File: src/rtl/alarm_snooze_ctrl.sv
// Alarm clock sequencer: arms, rings on hh:mm:00 match, snoozes and times out.
// Optional ALARM_BEEP_PATTERN_EN makes the buzzer toggle every second while ringing.
module alarm_snooze_ctrl #(
    parameter int SNOOZE_MIN   = 5,
    parameter int RING_TIMEOUT = 60,
    parameter int MAX_SNOOZE   = 3
) (
    input  logic        clk,
    input  logic        rst_n,
    input  logic [4:0]  hr_24,
    input  logic [5:0]  min,
    input  logic [5:0]  sec,
    input  logic [4:0]  alarm_hr,
    input  logic [5:0]  alarm_min,
    input  logic        alarm_en,
    input  logic        snooze_btn,
    input  logic        stop_btn,
    output logic        buzzer,
    output logic [1:0]  state,
    output logic [2:0]  snooze_cnt,
    output logic [11:0] snooze_left
);

    localparam logic [11:0] SNOOZE_LOAD  = 12'(SNOOZE_MIN * 60);
    localparam logic [11:0] RING_LAST    = 12'(RING_TIMEOUT - 1);
    localparam logic [2:0]  SNOOZE_LIMIT = 3'(MAX_SNOOZE);

    typedef enum logic [1:0] {
        S_IDLE    = 2'b00,
        S_ARMED   = 2'b01,
        S_RINGING = 2'b10,
        S_SNOOZE  = 2'b11
    } state_t;

    state_t      state_q, state_d;
    logic        buzzer_q, buzzer_d;
    logic [2:0]  cnt_q, cnt_d;
    logic [11:0] left_q, left_d;
    logic [11:0] ring_q, ring_d;
    logic        match;
    logic        can_snooze;
    logic        enter_ring;
    logic        stay_ring;
`ifdef ALARM_BEEP_PATTERN_EN
    logic        phase_q, phase_d;
`endif

    assign match      = (hr_24 == alarm_hr) && (min == alarm_min) && (sec == 6'd0);
    assign can_snooze = (cnt_q < SNOOZE_LIMIT);

    always_comb begin
        state_d    = state_q;
        cnt_d      = cnt_q;
        left_d     = left_q;
        ring_d     = ring_q;
        enter_ring = 1'b0;
        stay_ring  = 1'b0;
        if (!alarm_en) begin
            state_d = S_IDLE;
            cnt_d   = 3'd0;
            left_d  = 12'd0;
            ring_d  = 12'd0;
        end else begin
            unique case (state_q)
                S_IDLE: state_d = S_ARMED;
                S_ARMED: begin
                    if (match) begin
                        state_d    = S_RINGING;
                        cnt_d      = 3'd0;
                        ring_d     = 12'd0;
                        enter_ring = 1'b1;
                    end
                end
                S_RINGING: begin
                    ring_d = ring_q + 12'd1;
                    // A timeout behaves like whichever button the snooze budget allows.
                    if (stop_btn || (ring_q == RING_LAST && !can_snooze)) begin
                        state_d = S_ARMED;
                        cnt_d   = 3'd0;
                    end else if ((snooze_btn || ring_q == RING_LAST) && can_snooze) begin
                        state_d = S_SNOOZE;
                        left_d  = SNOOZE_LOAD;
                        cnt_d   = cnt_q + 3'd1;
                    end else begin
                        stay_ring = 1'b1;
                    end
                end
                S_SNOOZE: begin
                    if (stop_btn) begin
                        state_d = S_ARMED;
                        left_d  = 12'd0;
                        cnt_d   = 3'd0;
                    end else if (left_q == 12'd1) begin
                        state_d    = S_RINGING;
                        left_d     = 12'd0;
                        ring_d     = 12'd0;
                        enter_ring = 1'b1;
                    end else begin
                        left_d = left_q - 12'd1;
                    end
                end
                default: state_d = S_IDLE;
            endcase
        end
    end

`ifdef ALARM_BEEP_PATTERN_EN
    always_comb begin
        phase_d = 1'b0;
        if (enter_ring)
            phase_d = 1'b1;
        else if (stay_ring)
            phase_d = ~phase_q;
        buzzer_d = phase_d;
    end
`else
    assign buzzer_d = enter_ring | stay_ring;
`endif

    always_ff @(posedge clk or negedge rst_n) begin
        if (!rst_n) begin
            state_q  <= S_IDLE;
            buzzer_q <= 1'b0;
            cnt_q    <= 3'd0;
            left_q   <= 12'd0;
            ring_q   <= 12'd0;
        end else begin
            state_q  <= state_d;
            buzzer_q <= buzzer_d;
            cnt_q    <= cnt_d;
            left_q   <= left_d;
            ring_q   <= ring_d;
        end
    end

`ifdef ALARM_BEEP_PATTERN_EN
    always_ff @(posedge clk or negedge rst_n) begin
        if (!rst_n)
            phase_q <= 1'b0;
        else
            phase_q <= phase_d;
    end
`endif

    assign buzzer      = buzzer_q;
    assign state       = state_q;
    assign snooze_cnt  = cnt_q;
    assign snooze_left = left_q;

endmodule

File: config.mk
export PLATFORM = sky130hd
export DESIGN_NAME = alarm_snooze_ctrl
export DESIGN_NICKNAME = d
export VERILOG_FILES = /design/src/rtl/alarm_snooze_ctrl.sv
export SDC_FILE = /design/constraint.sdc
export NUM_CORES = 1
export LEC_CHECK = 0
export ABC_AREA = 1
export CAP_MARGIN = 20
export CORE_ASPECT_RATIO = 1.1
export CORE_MARGIN = 8
export CORE_UTILIZATION = 52
export CTS_BUF_LIST = sky130_fd_sc_hd__clkbuf_4 sky130_fd_sc_hd__clkbuf_8 sky130_fd_sc_hd__clkbuf_16
export DETAILED_ROUTE_END_ITERATION = 8
export PLACE_DENSITY = 0.87
export SETUP_SLACK_MARGIN = 0.05
export SYNTH_ARGS = -nofsm -noshare
export SYNTH_HDL_FRONTEND = slang
export SYNTH_SLANG_ARGS = --single-unit
File: constraint.sdc
create_clock -name clk -period 1.95 [get_ports clk]
set_clock_uncertainty 0.15 [all_clocks]
set_input_delay 0.39 -clock clk [delete_from_list [all_inputs] [get_ports clk]]
set_output_delay 0.39 -clock clk [all_outputs]
set_load 0.03 [all_outputs]
==> summary.txt <==
Floorplan
  • Core Area: between 0.004 and 0.005 mm2
  • Die Y: 87.2 um
  • # rows: 26
  • Total die area: between 0.007 and 0.008 mm2
  • Top Ports: 51
  • Die X: ~81 um
  • Starting Density: 0.527

Critical path
  • FF-to-FF Start: ring_q[1]$_DFFE_PN0P_
  • Setup crit end kind: output port
  • Critical path arrival: roughly 1.3 ns
  • Worst R2R Path Depth: 10
  • Slowest CP cell: clkdlybuf4s50_1
  • CP Launch Type: register
  • CP Cell Sequence: clkdlybuf4s50_1
  • CP max stage delay: between 0.6 and 0.7 ns
  • Flop2flop setup slack: 0.19 ns
  • Critical Path Fanout Max: 1
  • Crit path buf inv count: 1
  • Top Family by Delay on Critical Path: buffers and inverters
  • Critical path data required time: about 1.4 ns
  • R2r endpoint: snooze_left[3]$_DFFE_PN0P_
  • WS Path Type: register to output port

Placed design
  • Place WS: -0.148 ns
  • GP Congestion: roughly 0.93
  • Placed Area: between 0.003 and 0.004 mm2
  • Port-buffer cells: 50
  • Post-DP HPWL: 4840 um
  • Placed Cells: around 480

Logic synthesis
  • Ys flop type: dfrtp_1
  • Synth Cell Area: ~0.0024 mm2
  • Seq/Total Area, Yosys: 0.313
  • Post-Synthesis Cells: ~370
  • #FFs+latches synth: 30
  • Top cells by area, synth: dfrtp_1, nand2_1, inv_1
  • Synth top area share: 0.313
  • Async SR Flop Fraction: 1.00
  • EDFF count, synth: 0
  • Yosys warns: 0
  • Post-synth top area cell: dfrtp_1
  • Post-Syn Nets: 404
  • Most frequent cell after synthesis: nand2_1
  • Syn avg cell area: between 6 and 7 um2
  • Unique masters post-synth: 32
  • Most frequent cells after synthesis: nand2_1, inv_1, nor2_1

Drt
  • Routed WL: around 6300 um
  • Final routed DRC violation total: 0
  • DR vias/cell: about 5.3
  • Pre-antenna DRT Iters: 4
  • Initial DRC count: about 160
  • WL/cell: between 10 and 15 um
  • DR vias: roughly 2600
  • Post-DRT Antenna Nets: 0

Global routing
  • Total GRT Usage: 0.193
  • GRT Residual Overflow: 0
  • Vias in the first global route: around 2600
  • Initial antenna violation count: 0
  • First-pass GRT wire length: between 10000 and 15000 um
  • Largest net degree at the start of global routing: 31

Clock tree
  • CTS Buf Count: 5
  • CTS tree: built
  • CTS root buf: clkbuf_8
  • Clk Latency, worst-skew pair: 0.28 ns
  • Hold Buf Count CTS: 0
  • Clk sinks: 30
  • CTS H-tree lvls: 2
  • CTS clk-pin slew, worst paths: 0.07 ns
  • Total setup buffers inserted after CTS: 0
  • CTS max path bufs: 2

Finish
  • Ant diodes: 0
  • Register Area: between 700 and 800 um2
  • Synth-to-Final Area Change: 31.9%
  • Multi-input logic area: roughly 0.0014 mm2
  • Fillers: 383
  • Fraction of layout cells with a size suffix above 1: 0.144
  • Final Instance Area: approximately 0.0032 mm2
  • Core Util, Final: 0.695
  • Non-Filler Instances: 487
  • Final net count: approximately 470

Hold path
  • Tightest Hold Check Type: input pin to async pin

Timing
  • Worst-Margin Slew: between 0.4 and 0.5 ns
  • Fmax: ~550 MHz
  • Final Max Slew Viols: 0
  • Count of final hold-check violations: 0
  • RSZ-0062 raised after global routing: true
  • Final setup viols: 0
  • Slew headroom: 0.713
  • Final worst slack: ~0.12 ns
  • Min Tclk post-route: 1.83 ns
  • Fin crit share: 0.938

Pwr
  • PwrDens: approximately 840 mW/mm2
  • Worst VDD drop: roughly 0.42 mV
  • Lkg Pwr: 1.83 nW

Status
  • Status: finished, final reports clean

Run
  • Max cap viols: 0
==> cell families after synthesis <==
family	share of synthesized area
AO/OA/AOI/OAI	0.0642
buffers and inverters	0.113
AND/OR/NAND/NOR	0.438
adder cells (fa/ha/maj)	0.0209
XOR/XNOR	0.0511
flip-flops	0.313
==> final cells by class <==
type | count | share of cell area
flip-flops and latches | 30 | 0.237
repair buffers | 64 | 0.194
clock inverters | 3 | 0.0127
clock buffers | 5 | 0.0218
inverters | 59 | 0.0700
well taps | 56 | 0.0222
multi-input cells | 270 | 0.442
==> registers in the layout, summed over array words and instances, names as in the netlist <==
register     flops
buzzer           1
snooze_left     12
state            2
ring_q          12
snooze_cnt       3
==> layer usage <==
metal,track usage,part of all wire,up-vias
met3,0.0579,0.076,13
met1,0.208,0.38,1210
met4,0.0699,0.020,0
met2,0.342,0.52,84
li1,-,-,1278
met5,0,0,-
==> worst max-delay path by stage <==
stage | end | from | cells past startpoint | slack, ns
finish | buzzer | buzzer$_DFF_PN0_ | 1 | 0.12
global route | state[0]$_DFFE_PN0P_ | hr_24[0] | 13 | 0.04
CTS | buzzer | buzzer$_DFF_PN0_ | 1 | 0.11
detailed placement | ring_q[7]$_DFFE_PN0P_ | min[4] | 11 | -0.15
global placement | ring_q[9]$_DFFE_PN0P_ | min[4] | 11 | -0.12
floorplan | ring_q[4]$_DFFE_PN0P_ | snooze_left[1]$_DFFE_PN0P_ | 12 | 0.23
==> metrics by stage <==
stage	hold slack [ns]	total power, mW	setup TNS [ns]
global route	0.372	2.83	0
CTS	0.352	2.63	0
finish	0.336	2.64	0
floorplan	-0.0556	1.63	0
global placement	0.344	1.98	-1.27
detailed placement	0.366	2.03	-1.88
==> cell usage in the layout, fill, tap and decap left out, drive strengths merged, types with 4 or more instances in the layout <==
cell           count
ha                 4
clkdlybuf4s50     23
dlygate4sd2       17
xor2              11
clkbuf             5
nor3               9
nand2            123
a21oi              4
o21ai             11
buf               14
nand3             34
nor2              43
inv               58
dlymetal6s2s      10
nand4             17
dfrtp             30
==> where the power goes <==
part           total, mW  internal [mW]  switching (mW)  leakage [nW]
sequential         0.774          0.684          0.0900         0.415
clock              0.624          0.376           0.248        0.0579
combinational       1.25          0.466           0.780          1.36
==> timing repair <==
action	4_1_cts	5_1_grt
resized for setup	17	17
endpoints found under the hold margin	0	0
pin swaps	0	9
setup endpoints to repair	17	28
(Power assumes the default switching activity.)
